## src/rtl/plab4_net_router_domain_tdm_sched.sv

```systemverilog
// Time-division scheduler that gives two security domains alternating,
// fixed-length ownership of one input port's output-request path. The
// schedule depends only on time and reset, so one domain's traffic cannot
// change when the other domain is served.
module plab4_net_router_domain_tdm_sched #(
    parameter int unsigned p_slot_cycles = 4,
    parameter int unsigned p_dead_cycles = 1
) (
    input  logic       clk,
    input  logic       reset,
    input  logic [2:0] reqs_d1,
    input  logic [2:0] reqs_d2,
    input  logic [2:0] grants,
    output logic [2:0] reqs,
    output logic [2:0] grants_d1,
    output logic [2:0] grants_d2,
    output logic       in_rdy_d1,
    output logic       in_rdy_d2,
    output logic       domain,
    output logic       slot_start
);

    localparam int unsigned c_cnt_max =
        (p_slot_cycles > p_dead_cycles) ? p_slot_cycles : p_dead_cycles;
    localparam int unsigned c_cnt_nbits = $clog2(c_cnt_max + 1);

    localparam logic [c_cnt_nbits-1:0] c_slot_last = c_cnt_nbits'(p_slot_cycles - 1);
    // Only used when dead cycles exist; guarded to avoid an underflowed reload.
    localparam logic [c_cnt_nbits-1:0] c_dead_last =
        (p_dead_cycles == 0) ? '0 : c_cnt_nbits'(p_dead_cycles - 1);

    typedef enum logic [1:0] {StOwnD1, StDead12, StOwnD2, StDead21} state_e;

    state_e                 state_q, state_d;
    logic [c_cnt_nbits-1:0] cnt_q, cnt_d;
    logic                   own_d1, own_d2;

    // Next-state: count down within a phase, advance to the next phase at zero.
    always_comb begin
        state_d = state_q;
        cnt_d   = cnt_q;
        if (cnt_q != '0) begin
            cnt_d = cnt_q - c_cnt_nbits'(1);
        end else begin
            unique case (state_q)
                StOwnD1: begin
                    if (p_dead_cycles == 0) begin
                        state_d = StOwnD2;
                        cnt_d   = c_slot_last;
                    end else begin
                        state_d = StDead12;
                        cnt_d   = c_dead_last;
                    end
                end
                StOwnD2: begin
                    if (p_dead_cycles == 0) begin
                        state_d = StOwnD1;
                        cnt_d   = c_slot_last;
                    end else begin
                        state_d = StDead21;
                        cnt_d   = c_dead_last;
                    end
                end
                StDead12: begin
                    state_d = StOwnD2;
                    cnt_d   = c_slot_last;
                end
                StDead21: begin
                    state_d = StOwnD1;
                    cnt_d   = c_slot_last;
                end
                default: begin
                    state_d = StOwnD1;
                    cnt_d   = c_slot_last;
                end
            endcase
        end
    end

    // Schedule state; reset restarts a full d1 slot with no carry-over.
    always_ff @(posedge clk or posedge reset) begin
        if (reset) begin
            state_q <= StOwnD1;
            cnt_q   <= c_slot_last;
        end else begin
            state_q <= state_d;
            cnt_q   <= cnt_d;
        end
    end

    // Request/grant steering: only the slot owner is connected; reset blanks all.
    always_comb begin
        own_d1     = (state_q == StOwnD1) && !reset;
        own_d2     = (state_q == StOwnD2) && !reset;
        reqs       = own_d1 ? reqs_d1 : (own_d2 ? reqs_d2 : 3'b000);
        grants_d1  = own_d1 ? grants : 3'b000;
        grants_d2  = own_d2 ? grants : 3'b000;
        in_rdy_d1  = |(reqs_d1 & grants_d1);
        in_rdy_d2  = |(reqs_d2 & grants_d2);
        // Dead states keep reporting the domain that just owned the port.
        domain     = (state_q == StOwnD2) || (state_q == StDead21);
        slot_start = ((state_q == StOwnD1) || (state_q == StOwnD2)) && (cnt_q == c_slot_last);
    end

endmodule

```

## config.mk

```make
export PLATFORM = sky130hd
export DESIGN_NAME = plab4_net_router_domain_tdm_sched
export DESIGN_NICKNAME = d
export VERILOG_FILES = /design/src/rtl/plab4_net_router_domain_tdm_sched.sv
export SDC_FILE = /design/constraint.sdc
export NUM_CORES = 1
export LEC_CHECK = 0
export ABC_AREA = 1
export BUFFER_PORTS_ARGS = -buffer_cell sky130_fd_sc_hd__buf_2
export CORE_AREA = 2 2 39 41
export DETAILED_ROUTE_END_ITERATION = 16
export DIE_AREA = 0 0 41 43
export GPL_TIMING_DRIVEN = 1
export PLACE_DENSITY = 0.74
export RECOVER_POWER = 100
export SYNTH_ARGS = -nofsm -noshare
export SYNTH_HDL_FRONTEND = slang
export SYNTH_SLANG_ARGS = --single-unit
```

## constraint.sdc

```tcl
create_clock -name clk -period 3.19 [get_ports clk]
set_clock_uncertainty 0.2 [all_clocks]
set_input_delay 0.1595 -clock clk [delete_from_list [all_inputs] [get_ports clk]]
set_output_delay 0.1595 -clock clk [all_outputs]
set_load 0.05 [all_outputs]
```

# == After elaboration in Yosys (flattened, before gate mapping) ==
# Index checks and enable logic that the tools add are counted.
# word_totals
reg_bits,5
wordCells,28
output_inout_bits,13
inputBits,11
# classes
n_bitwise,2
addsub,1
mux,7
eq_ne,4
reduce_logical,12
# ops
operator,n
2-to-1 mux 3 bit,5
one-hot mux 2 bit (4 select lines),1
bitwise AND 3 bit,2
one-hot mux 3 bit (2 select lines),1
OR reduction 3 bit,2
"equality test 2 bit, second input constant",2
OR reduction 2 bit,2
"equality test 3 x 2 -> 1 bit, second input constant",1
logical AND 1 bit,3
nonzero test 3 bit,1
"subtractor 3 x 1 -> 3 bit, second input constant",1
"equality test 2 x 1 -> 1 bit, second input constant",1
zero test 2 bit,1
logical OR 1 bit,2
zero test 1 bit,1

# == Depth between registers and ports, before layout ==
# Gate-level depths: netlist of run 1.
# depth
ltp_word,5
depth_mapped,6
depth_no_buf,6

# == Worst setup path before layout of run 1 ==
# No wires, ideal clock.
# synth_timing
kind,register to output
startpoint,register state_q[0]
endpoint,output grants_d1[0]
required_ps,2830
arrival_ps,1572
path_buffers,0
path_slack_ps,1258
stages_incl_launch_ff,7
cell_sequence,dfrtp_1 > inv_1 > ha_1 > inv_2 > nor2_4 > inv_2 > nor2_1
# synth_between
elab_chain_cells,3
# synth_lines
item,line,rtl
"start, declared",34,"state_e state_q, state_d;"
"start signal, assigned",83,state_q <= StOwnD1;
"start signal, assigned",86,state_q <= state_d;
zero test 2 bit,93,own_d1 = (state_q == StOwnD1) && !reset;
logical AND 1 bit,93,
2-to-1 mux 3 bit,96,grants_d1 = own_d1 ? grants : 3'b000;
"end, declared",15,"output logic [2:0] grants_d1,"
# No other way between the ends.

# == Worst setup path in the final report of run 1 ==
# layout_timing
startpoint,input reset
endpoint,output reqs[1]
# layout_between
elab_chain_cells,4
elab_cells_between_ends,5
# layout_lines
item,line,rtl
"start, declared",10,"input logic reset,"
zero test 1 bit (*),"93, 94",
logical AND 1 bit,94,own_d2 = (state_q == StOwnD2) && !reset;
2-to-1 mux 3 bit,95,reqs = own_d1 ? reqs_d1 : (own_d2 ? reqs_d2 : 3'b000);
2-to-1 mux 3 bit (*),95,
"end, declared",14,"output logic [2:0] reqs,"
# Mark *: on every way between the ends. The rest lies on a longest branch, timed or not.

==> PnR_summary.wiki, run 1 <==
{| class="wikitable"
! Metric !! Value
|-
| Req. time, crit path || 2.83 ns
|-
| Number of global-route vias before repair || 420
|-
| Wire length of the first global-routing pass || 1.59 mm
|-
| Number of clock sinks || 5
|-
| Placed instance count || 101
|-
| Sequential cell area fraction in the yosys report || 27.9%
|-
| Kind of end point of the critical path || output pin
|-
| Leak || 0.305 nW
|-
| Iteration-0 DRC count of the detailed router || 1
|-
| Peak VDD IR || 0.000165 V
|-
| Cell Area, Synth || 457 µm²
|-
| First drt pass iteration count || 4
|-
| Class of the tightest hold or removal check || input port to asynchronous set/reset pin
|-
| Master cell of the clock root buffer || sky130_fd_sc_hd__clkbuf_4
|-
| Number of hold violations in the final report || 0
|-
| Number of cells on the worst reg-to-reg path || 5
|-
| Post-DP HPWL || 841 µm
|-
| Drt via density || 4.44
|-
| Port-buffer cells || 23
|-
| Post-CTS setup buffer count || 0
|-
| Max-capacitance violation count || 0
|-
| Total I/O pin count || 24
|-
| RSZ-0062 raised after global routing || no
|-
| Chip width || 41 µm
|-
| DRT Wirelength || 1.00 mm
|-
| Number of antenna violations at the first check in global routing || 0
|-
| Time the worst path needs with I/O delays and setup || 2.31 ns
|-
| Yosys cell types || 14
|-
| Layout area overhead || 33.7%
|-
| Outcome || finished clean
|-
| Clock-pin slew on the worst setup and hold paths || 0.04 ns
|-
| Critical path peak fanout || 13
|-
| Period utilisation layout || 72.3%
|-
| Pin count of the biggest net entering global routing || 14
|-
| TritonCTS clock tree || yes
|-
| Worst flop-to-flop path startpoint || cnt_q[0]
|-
| Number of cell rows || 14
|-
| Remaining max-slew budget at the tightest pin || 60.0%
|-
| Met2 GRT Util || 20.9%
|-
| Skew-Pair Late Insertion Delay || 0.23 ns
|-
| Bufs on Longest Clock Path || 2
|-
| H-tree depth reported by CTS || 1
|-
| Most Crowded Layer GR || met2
|-
| DRC violation count after routing || 0
|-
| Nature of the critical path startpoint || input port
|-
| Flip-flop and latch count after synthesis || 5
|-
| Least-Margin Pin Slew || 0.602 ns
|-
| Met3 routing resource usage after global routing || 3.14%
|-
| Post-synth net total || 81
|-
| Count of mapped cells out of synthesis || 62
|-
| Area enclosed by the die boundary || 1760 µm²
|-
| Final-stage net count || 110
|-
| Final global-route overflow total || 0
|-
| Total Neg Setup Slack || 0 ns
|-
| DIE HEIGHT || 43 µm
|-
| Count of pins over their slew limit || 0
|-
| Total power density per cell area || 286 nW/µm²
|-
| Timing-limited maximum frequency || 0.434 GHz
|-
| Met1 usage in global routing || 14.8%
|-
| Clock buffer count from CTS || 3
|-
| Capturing point of the worst reg2reg path || state_q[0]
|-
| GRT Util Overall || 13.8%
|-
| Weighted congestion at the end of routability-driven global placement || 0.700
|-
| Avg Synthesized Cell Area || 7.37 µm²
|-
| Via count || 471
|-
| CP Class || input port to output pin
|-
| Count of nets left with antenna violations after detail routing || 0
|-
| Non-filler cells in the finished layout || 106
|-
| Ratio of cells with drive above 1 in the final layout || 21.1%
|-
| Initial cell density of the core || 33.0%
|-
| Diode count || 0
|-
| Signal arrival time at the worst endpoint || 1.95 ns
|-
| Core region area || 1380 µm²
|-
| Total of warnings raised by yosys || 0
|-
| Post-DR wirelength/cell || 9.46 µm
|-
| Worst reg2reg setup slack || 1.49 ns
|-
| Final setup fails || 0
|}
==> how the worst max path moves through the flow <==
stage | startpoint | endpoint | slack, ns | cells past startpoint
5_1_grt | reset | reqs[1] | 0.77 | 6
3_3_place_gp | state_q[0] | reqs[2] | 1.46 | 7
3_5_place_dp | state_q[1] | reqs[1] | 1.43 | 7
2_1_floorplan | state_q[0] | grants_d1[0] | 1.26 | 6
6_report | reset | reqs[1] | 0.88 | 6
4_1_cts | state_q[1] | reqs[1] | 1.17 | 7
==> flip-flops by register name (all words and copies together), names as in the netlist <==
signal   cells
state_q      2
cnt_q        3
==> cells in the mapped netlist <==
cell type | number | area share, %
sky130_fd_sc_hd__dfrtp_1 | 3 | 16
sky130_fd_sc_hd__dfstp_2 | 2 | 12
sky130_fd_sc_hd__ha_1 | 8 | 22
sky130_fd_sc_hd__inv_1 | 9 | 7.4
sky130_fd_sc_hd__inv_2 | 3 | 2.5
sky130_fd_sc_hd__nand2_1 | 7 | 5.8
sky130_fd_sc_hd__nand2_2 | 1 | 1.4
sky130_fd_sc_hd__nand3_1 | 3 | 3.3
sky130_fd_sc_hd__nand4_1 | 6 | 8.2
sky130_fd_sc_hd__nor2_1 | 8 | 6.6
sky130_fd_sc_hd__nor2_4 | 1 | 2.5
sky130_fd_sc_hd__o21ai_0 | 5 | 5.5
sky130_fd_sc_hd__o21ai_1 | 4 | 4.4
sky130_fd_sc_hd__or2_2 | 2 | 2.7
==> per-layer routing <==
layer	wire length, µm	vias up
met4	0	0
li1	-	257
met5	0	-
met2	519	13
met1	414	201
met3	69	0
==> worst max-delay path, stage by stage <==
cell,delay (ns)
sky130_fd_sc_hd__dlygate4sd3_1,0.53
sky130_fd_sc_hd__clkbuf_1,0.13
sky130_fd_sc_hd__inv_1,0.32
sky130_fd_sc_hd__nand2_2,0.15
sky130_fd_sc_hd__o21ai_1,0.18
sky130_fd_sc_hd__clkbuf_1,0.48
==> cells by family after synthesis <==
logic type | Yosys count | share of synthesized area [%]
AND/OR/NAND/NOR | 28 | 30.4
buffers and inverters | 12 | 9.86
AO/OA/AOI/OAI | 9 | 9.86
adder cells (fa/ha/maj) | 8 | 21.9
flip-flops | 5 | 27.9
==> metrics by stage <==
| stage | hold slack, ns | setup slack, ns | area (µm²) | util, % | total power, W |
|---|---|---|---|---|---|
| 3_3_place_gp | -0.0894 | 1.46 | 592 | 42.8 | 0.000107 |
| 6_report | 0.288 | 0.883 | 611 | 44.1 | 0.000175 |
| 2_1_floorplan | -0.251 | 1.26 | 457 | - | 0.0000922 |
| 5_1_grt | 0.321 | 0.770 | 611 | 44.1 | 0.000185 |
| 3_5_place_dp | -0.0851 | 1.43 | 592 | 42.8 | 0.000107 |
| 4_1_cts | 0.205 | 1.17 | 628 | 45.4 | 0.000181 |
==> area by class of cell <==
type / instances / area, µm²
Clock buffer: 4 / 26.3
Sequential cell: 5 / 128
Fill cell: 149 / 773
Timing Repair Buffer: 24 / 108
Inverter: 12 / 45.0
Multi-Input combinational cell: 45 / 284
Tap cell: 16 / 20.0
==> cells in the final DEF (no fill, tap or decap) <==
master                          Yosys  routed
sky130_fd_sc_hd__buf_2              0       9
sky130_fd_sc_hd__clkbuf_1           0      15
sky130_fd_sc_hd__clkbuf_4           0       3
sky130_fd_sc_hd__dfrtp_1            3       3
sky130_fd_sc_hd__dfstp_1            0       1
sky130_fd_sc_hd__dfstp_2            2       1
sky130_fd_sc_hd__dlygate4sd3_1      0       1
sky130_fd_sc_hd__ha_1               8       8
sky130_fd_sc_hd__inv_1              9      10
sky130_fd_sc_hd__inv_2              3       2
sky130_fd_sc_hd__nand2_1            7       7
sky130_fd_sc_hd__nand2_2            1       1
sky130_fd_sc_hd__nand3_1            3       3
sky130_fd_sc_hd__nand4_1            6       6
sky130_fd_sc_hd__nor2_1             8       8
sky130_fd_sc_hd__nor2_4             1       1
sky130_fd_sc_hd__o21ai_0            5       5
sky130_fd_sc_hd__o21ai_1            4       4
sky130_fd_sc_hd__or2_2              2       2
==> report_power, final <==
group	internal [W]	switching [W]	total (W)
sequential	0.0000638	0	0.0000638
combinational	0.0000103	0.0000311	0.0000413
clock	0.0000471	0.0000225	0.0000696
==> timing repair <==
| action | 4_1_cts | 5_1_grt |
|---|---|---|
| endpoints found under the hold margin | 5 | 0 |
| resized for setup | 0 | 0 |
| endpoints found under the setup margin | 0 | 0 |
| hold buffers | 1 | 0 |
Power figures use the tool's default switching activity.
==> run 2, diff against run 1 <==
--- a/config.mk
+++ b/config.mk
@@ -11,7 +11,7 @@
 export DETAILED_ROUTE_END_ITERATION = 16
 export DIE_AREA = 0 0 41 43
 export GPL_TIMING_DRIVEN = 1
-export PLACE_DENSITY = 0.74
+export PLACE_DENSITY = 0.76
 export RECOVER_POWER = 100
 export SYNTH_ARGS = -nofsm -noshare
 export SYNTH_HDL_FRONTEND = slang
==> constraint.sdc (replaced) <==
create_clock -name clk -period 1.9 [get_ports clk]
set_clock_uncertainty 0.2 [all_clocks]
set_input_delay 0.095 -clock clk [delete_from_list [all_inputs] [get_ports clk]]
set_output_delay 0.095 -clock clk [all_outputs]
set_load 0.05 [all_outputs]
==> run 2 against run 1 <==
Effect of this change:
- critical path depth increased by 1
- clock power increased by 75%
- register-to-register slack got worse by 1.3 ns
- sequential share of layout area decreased by 2.3 points
- global-route usage increased by 0.49 points
- routed wire length increased by 11%
- sequential cell count unchanged
- critical endpoint is now grants_d1[2]
- power increased by 77%
- non-clock buffer count unchanged
- combinational power increased by 93%
- utilization increased by 5.4 points
==> PnR_summary.wiki, run 2 (synthesis results as in run 1) <==
{| class="wikitable"
! Metric !! Value
|-
| Outcome || finished clean
|-
| Clock buffer count from CTS || 3 (unchanged)
|-
| Most common cell type on the critical path || sky130_fd_sc_hd__inv_2
|-
| Period utilisation layout || 94.8%
|-
| Total I/O pin count || 24 (unchanged)
|-
| Port-buffer cells || 23 (unchanged)
|-
| Chip width || 41 µm (unchanged)
|-
| Flip-flop count of the largest register after layout || 3 (unchanged)
|-
| Pre-CTS WS || 0.199 ns (-1.23 ns)
|-
| Number of antenna violations at the first check in global routing || 0 (unchanged)
|-
| Core Util, Final || 49.5% (+5.4 points)
|-
| Master cell of the clock root buffer || sky130_fd_sc_hd__clkbuf_4
|-
| Signal arrival time at the worst endpoint || 1.51 ns (-0.44 ns)
|-
| Leak || 0.359 nW (+18%)
|-
| Wire length of the first global-routing pass || 1.70 mm (+7.4%)
|-
| GRT Util Overall || 14.2% (+0.49 points)
|-
| Crit-path cells || inv_2 -> ha_4 -> inv_2 -> nor2_4 -> inv_2 -> nor2_1 -> buf_6
|-
| TritonCTS clock tree || yes
|-
| Final critical-path setup slack || 0.0993 ns (-0.784 ns)
|-
| Peak VDD IR || 0.000360 V (+120%)
|-
| DRT Wirelength || 1.12 mm (+11%)
|-
| Number of cell rows || 14 (unchanged)
|-
| Kind of end point of the critical path || output pin
|-
| Drt via density || 4.73 (+6.4%)
|-
| Worst flop-to-flop path startpoint || cnt_q[0]
|-
| Bufs on Longest Clock Path || 2 (unchanged)
|-
| DIE HEIGHT || 43 µm (unchanged)
|-
| Pin count of the biggest net entering global routing || 14 (unchanged)
|-
| Number of hold violations in the final report || 0 (unchanged)
|-
| Final-stage net count || 110 (unchanged)
|-
| Remaining max-slew budget at the tightest pin || 78.6% (+19 points)
|-
| Master of the slowest instance on the critical path || sky130_fd_sc_hd__dfrtp_1
|-
| Count of pins over their slew limit || 0 (unchanged)
|-
| Count of nets left with antenna violations after detail routing || 0 (unchanged)
|-
| Area enclosed by the die boundary || 1760 µm² (unchanged)
|-
| Most frequent cells in the layout || sky130_fd_sc_hd__buf_2 (11), sky130_fd_sc_hd__inv_1 (7), sky130_fd_sc_hd__nor2_1 (7), sky130_fd_sc_hd__nand2_1 (7)
|-
| Post-CTS setup buffer count || 0 (unchanged)
|-
| Critical path peak fanout || 5 (-8)
|-
| Setup crit start || state_q[0]
|-
| Number of clock sinks || 5 (unchanged)
|-
| Total power density per cell area || 450 nW/µm² (+57%)
|-
| Diode count || 0 (unchanged)
|-
| Ratio of cells with drive above 1 in the final layout || 42.2% (+21 points)
|-
| Time the worst path needs with I/O delays and setup || 1.80 ns
|-
| Most flop-heavy register || cnt_q
|-
| Net switching fraction of the power || 31.3% (+0.59 points)
|-
| Least-Margin Pin Slew || 0.317 ns (-0.285 ns)
|-
| Net Switching || 0.0000966 W (+80%)
|-
| Most common cell after layout, fill and taps aside || sky130_fd_sc_hd__buf_2
|-
| Part of the total power dissipated in the clock network || 39.5% (-0.3 points)
|-
| Number of global-route vias before repair || 449 (+6.9%)
|-
| Final global-route overflow total || 0 (unchanged)
|-
| Iteration-0 DRC count of the detailed router || 4 (+3)
|-
| H-tree depth reported by CTS || 1 (unchanged)
|-
| Proportion of power drawn by combinational gates || 25.8% (+2.1 points)
|-
| Post-DR wirelength/cell || 10.5 µm (+11%)
|-
| Via count || 501 (+6.4%)
|-
| Max incr delay on CP || 0.41 ns (-0.12 ns)
|-
| Timing-limited maximum frequency || 0.555 GHz
|-
| Worst hold margin || 0.168 ns (-0.121 ns)
|-
| Largest registers || cnt_q: 3 flops, state_q: 2 flops
|-
| DRC violation count after routing || 0 (unchanged)
|-
| Layout area overhead || 50.1%
|-
| Clock-pin slew on the worst setup and hold paths || 0.04 ns (about the same)
|-
| Class of the tightest hold or removal check || input port to asynchronous set/reset pin
|-
| Internal cell power || 0.000212 W (+75%)
|-
| Final setup fails || 0 (unchanged)
|-
| Core region area || 1380 µm² (unchanged)
|-
| CP Class || flip-flop to output pin
|-
| Skew-Pair Late Insertion Delay || 0.24 ns (about the same)
|-
| Fill count || 137 (-8.1%)
|-
| Max-capacitance violation count || 0 (unchanged)
|-
| Nature of the critical path startpoint || flip-flop
|-
| Req. time, crit path || 1.60 ns (-1.23 ns)
|-
| Initial cell density of the core || 33.0% (unchanged)
|-
| Weighted congestion at the end of routability-driven global placement || 0.744 (+6.3%)
|-
| First drt pass iteration count || 2 (-2)
|-
| Part of the power in registers || 34.6% (-1.9 points)
|-
| Post-DP HPWL || 857 µm (+2.0%)
|}
[run 2: changes by cell type in the layout (fill, tap and decap cells not counted), moves of 3 or more]
cell,change
sky130_fd_sc_hd__inv_1,-3
sky130_fd_sc_hd__buf_4,+3
sky130_fd_sc_hd__inv_2,+3
sky130_fd_sc_hd__clkbuf_2,+3
sky130_fd_sc_hd__buf_6,+3
sky130_fd_sc_hd__clkbuf_1,-13
[run 2: worst paths after layout]
check	end	slack (ns)	cells past startpoint
worst min-delay path	cnt_q[2]	0.17	3
worst min register to register	cnt_q[2]	0.35	1
min in group clk	cnt_q[2]	0.35	1
worst max register to register	state_q[0]	0.23	5
worst max-delay path	grants_d1[2]	0.1	7
max in group asynchronous	cnt_q[1]	1.08	3
[run 2: power by group through the flow]
stage	combinational, W	clock [W]	sequential [W]
3_5_place_dp	0.0000708	0	0.000108
3_3_place_gp	0.0000704	0	0.000108
2_1_floorplan	0.0000464	0	0.000108
4_1_cts	0.0000768	0.000128	0.000107
6_report	0.0000797	0.000122	0.000107
5_1_grt	0.0000859	0.000135	0.000107
[run 2: repair_timing]
| item | 4_1_cts | 5_1_grt |
|---|---|---|
| endpoints found under the hold margin | 5 | 0 |
| hold buffers | 1 | 0 |
| endpoints found under the setup margin | 7 | 10 |
| resized for setup | 8 | 12 |
[run 2: cell type report]
cell class | count | area [µm²] | share of cell area, %
multi-input cells | 45 | 312 | 45.4
repair buffers | 24 | 155 | 22.6
flip-flops and latches | 5 | 128 | 18.6
inverters | 12 | 45.0 | 6.57
clock buffers | 4 | 26.3 | 3.83
well taps | 16 | 20.0 | 2.92
[run 2: stage by stage]
stage	TNS [ns]	cells	area (µm²)	power, W
after floorplan	0	62	457	0.000155
after global placement	0	101	592	0.000179
after detailed placement	0	101	592	0.000179
after CTS	0	106	648	0.000312
after global routing	-0.00171	106	686	0.000327
final	0	106	686	0.000309
[run 2: worst max-delay path, delay by kind of cell, from the launching register on]
kind / cells / cell delay [ns]
adders and majority gates: 1 / 0.18
DFF: 1 / 0.41
buffers and inverters: 4 / 0.43
and+or+nand+nor: 2 / 0.24
[run 2: routing by layer]
layer,vias to the layer above,share of wire [%],track usage (%)
li1,258,-,-
met5,-,0,0
met3,0,9.7,6.28
met1,221,42,13.4
met4,0,0,4.00
met2,22,48,25.6
==> run 3, diff against run 2 <==
--- a/config.mk
+++ b/config.mk
@@ -10,7 +10,7 @@
 export CORE_AREA = 2 2 39 41
 export DETAILED_ROUTE_END_ITERATION = 16
 export DIE_AREA = 0 0 41 43
-export GPL_TIMING_DRIVEN = 1
+export GPL_TIMING_DRIVEN = 0
 export PLACE_DENSITY = 0.76
 export RECOVER_POWER = 100
 export SYNTH_ARGS = -nofsm -noshare
==> run 3 against run 2 <==
Effect of this change:
- global-route usage rose by 2.2 points
- sequential power is essentially flat
- clock power grew 8%
- via count grew 1.4%
- worst hold slack worse by 0.023 ns
- die area did not move
- non-clock buffer count is the same
- clock-buffer cell count unchanged
- power increased by 3.4%
- routed wire length grew 4.7%
- fmax down 0.21%
- combinational power up 2%
- largest power group unchanged
==> PnR_summary.wiki, run 3 (synthesis results as in run 1) <==
{| class="wikitable"
! Metric !! Value
|-
| Outcome || finished clean
|-
| First drt pass iteration count || 3 (+1)
|-
| Flip-flop count of the largest register after layout || 3 (unchanged)
|-
| Number of global-route vias before repair || 515 (+15%)
|-
| Req. time, crit path || 1.60 ns (about the same)
|-
| Remaining max-slew budget at the tightest pin || 81.4% (+2.7 points)
|-
| Final-stage net count || 110 (unchanged)
|-
| Final global-route overflow total || 0 (unchanged)
|-
| Number of clock sinks || 5 (unchanged)
|-
| Core Util, Final || 49.5% (-0.090 points)
|-
| Total I/O pin count || 24 (unchanged)
|-
| Register cell area after layout || 128 µm² (unchanged)
|-
| GRT Util Overall || 16.5% (+2.2 points)
|-
| Most flop-heavy register || cnt_q
|-
| Master of the slowest instance on the critical path || sky130_fd_sc_hd__dfrtp_1
|-
| Total Power || 0.000319 W (+3.4%)
|-
| Via count || 508 (+1.4%)
|-
| Number of cell rows || 14 (unchanged)
|-
| Least-Margin Pin Slew || 0.281 ns (-0.0366 ns)
|-
| TritonCTS clock tree || yes
|-
| Critical path buffers and inverters || 4 (unchanged)
|-
| Chip width || 41 µm (unchanged)
|-
| Drt via density || 4.79 (+1.4%)
|-
| Crit path depth || 7 (unchanged)
|-
| Count of pins over their slew limit || 0 (unchanged)
|-
| Post-DP HPWL || 869 µm (+1.3%)
|-
| Area of the multi-input gates || 314 µm² (+0.80%)
|-
| Skew-Pair Late Insertion Delay || 0.25 ns (about the same)
|-
| Peak VDD IR || 0.000370 V (+2.7%)
|-
| Most frequent cells in the layout || sky130_fd_sc_hd__buf_2 (10), sky130_fd_sc_hd__inv_1 (7), sky130_fd_sc_hd__nand2_1 (7), sky130_fd_sc_hd__clkbuf_2 (7)
|-
| Layout area overhead || 49.9%
|-
| Total power density per cell area || 467 nW/µm² (+3.6%)
|-
| Count of nets left with antenna violations after detail routing || 0 (unchanged)
|-
| H-tree depth reported by CTS || 1 (unchanged)
|-
| Wire length of the first global-routing pass || 1.90 mm (+11%)
|-
| Leak || 0.361 nW (+0.31%)
|-
| Port-buffer cells || 23 (unchanged)
|-
| Clock buffer count from CTS || 3 (unchanged)
|-
| Total Neg Setup Slack || 0 ns (unchanged)
|-
| Clock-pin slew on the worst setup and hold paths || 0.05 ns (about the same)
|-
| Fill count || 148 (+8.0%)
|-
| Area enclosed by the die boundary || 1760 µm² (unchanged)
|-
| Diode count || 0 (unchanged)
|-
| DRC violation count after routing || 0 (unchanged)
|-
| Max incr delay on CP || 0.40 ns (about the same)
|-
| Timing-limited maximum frequency || 0.554 GHz (-0.21%)
|-
| Most common cell type on the critical path || sky130_fd_sc_hd__inv_2
|-
| Most common cell after layout, fill and taps aside || sky130_fd_sc_hd__buf_2
|-
| DIE HEIGHT || 43 µm (unchanged)
|-
| Placed cell areas || 592 µm² (unchanged)
|-
| Ratio of cells with drive above 1 in the final layout || 44.4% (+2.2 points)
|-
| Pin count of the biggest net entering global routing || 14 (unchanged)
|-
| Iteration-0 DRC count of the detailed router || 1 (-3)
|-
| Largest registers || cnt_q: 3 flops, state_q: 2 flops
|-
| Final setup fails || 0 (unchanged)
|-
| Bufs on Longest Clock Path || 2 (unchanged)
|-
| Number of cells on the worst reg-to-reg path || 5 (unchanged)
|-
| Kind of end point of the critical path || output pin
|-
| Number of antenna violations at the first check in global routing || 0 (unchanged)
|-
| CP top delay family || buffers and inverters
|-
| Post-route cell area || 684 µm² (-0.18%)
|-
| RSZ-0062 raised after global routing || yes
|-
| Crit-path cells || inv_2 -> ha_4 -> inv_2 -> nor2_4 -> inv_2 -> nor2_1 -> buf_4
|-
| Worst hold margin || 0.144 ns (-0.0235 ns)
|-
| Period utilisation layout || 95.0% (+0.20 points)
|-
| Critical path peak fanout || 5 (unchanged)
|-
| Weighted congestion at the end of routability-driven global placement || 0.697 (-6.3%)
|-
| Initial cell density of the core || 33.0% (unchanged)
|-
| Post-DR wirelength/cell || 11.0 µm (+4.7%)
|-
| Master cell of the clock root buffer || sky130_fd_sc_hd__clkbuf_4
|-
| Class of the tightest hold or removal check || input port to asynchronous set/reset pin
|-
| Number of hold violations in the final report || 0 (unchanged)
|-
| Max-capacitance violation count || 0 (unchanged)
|-
| Time the worst path needs with I/O delays and setup || 1.80 ns (+0.00374 ns)
|-
| Signal arrival time at the worst endpoint || 1.51 ns (about the same)
|-
| DRT Wirelength || 1.17 mm (+4.7%)
|-
| Core region area || 1380 µm² (unchanged)
|-
| CP Class || flip-flop to output pin
|-
| Nature of the critical path startpoint || flip-flop
|}
## run 3: changes by cell type in the layout (fill, tap and decap cells not counted), sizes merged
cell    before  now
buf         17   16
clkbuf      10   11
## run 3: cell type report
type | count | share of cell area, %
repair buffers | 24 | 22.1
well taps | 16 | 2.93
inverters | 12 | 6.58
multi-input cells | 45 | 45.9
flip-flops and latches | 5 | 18.6
clock buffers | 4 | 3.84
## run 3: final timing paths
kind	from	to	slack, ns
min in group clk	cnt_q[2]	cnt_q[2]	0.36
hold / removal	reset	cnt_q[2]	0.14
setup / recovery	state_q[0]	grants_d1[1]	0.1
setup reg to reg	cnt_q[0]	state_q[0]	0.20
hold reg to reg	cnt_q[2]	cnt_q[2]	0.36
max in group asynchronous	reset	cnt_q[1]	1.10
## run 3: stage by stage
step	std cells	setup WS, ns
finish	106	0.0956
CTS	106	0.00886
floorplan	62	0.0328
detailed placement	101	0.195
global placement	101	0.237
global route	106	-0.00555
## run 3: per-layer routing
metal	GRT usage, %	share of wire, %	vias up
met5	0	0	-
met4	12.0	2.9	0
met3	3.14	7.7	4
met2	29.4	51	21
met1	14.8	38	225
li1	-	-	258
## run 3: power breakdown
group	total (W)	internal, W	switching (W)
logic	0.0000810	0.0000264	0.0000546
registers	0.000107	0.000107	0
clock network	0.000132	0.0000799	0.0000517
## run 3: worst register-to-register path, delay by kind of cell, from the launching register on
kind,cells,cell delay [ns]
adders and majority gates,2,0.46
buffers and inverters,1,0.06
DFF,1,0.54
and+or+nand+nor,2,0.38
## run 3: what timing repair did
item                       CTS  global route
resized for setup            8             9
hold buffers                 1             0
setup buffers                0             0
hold endpoints to repair     5             0
pin swaps                    0             0
setup endpoints to repair   10            10
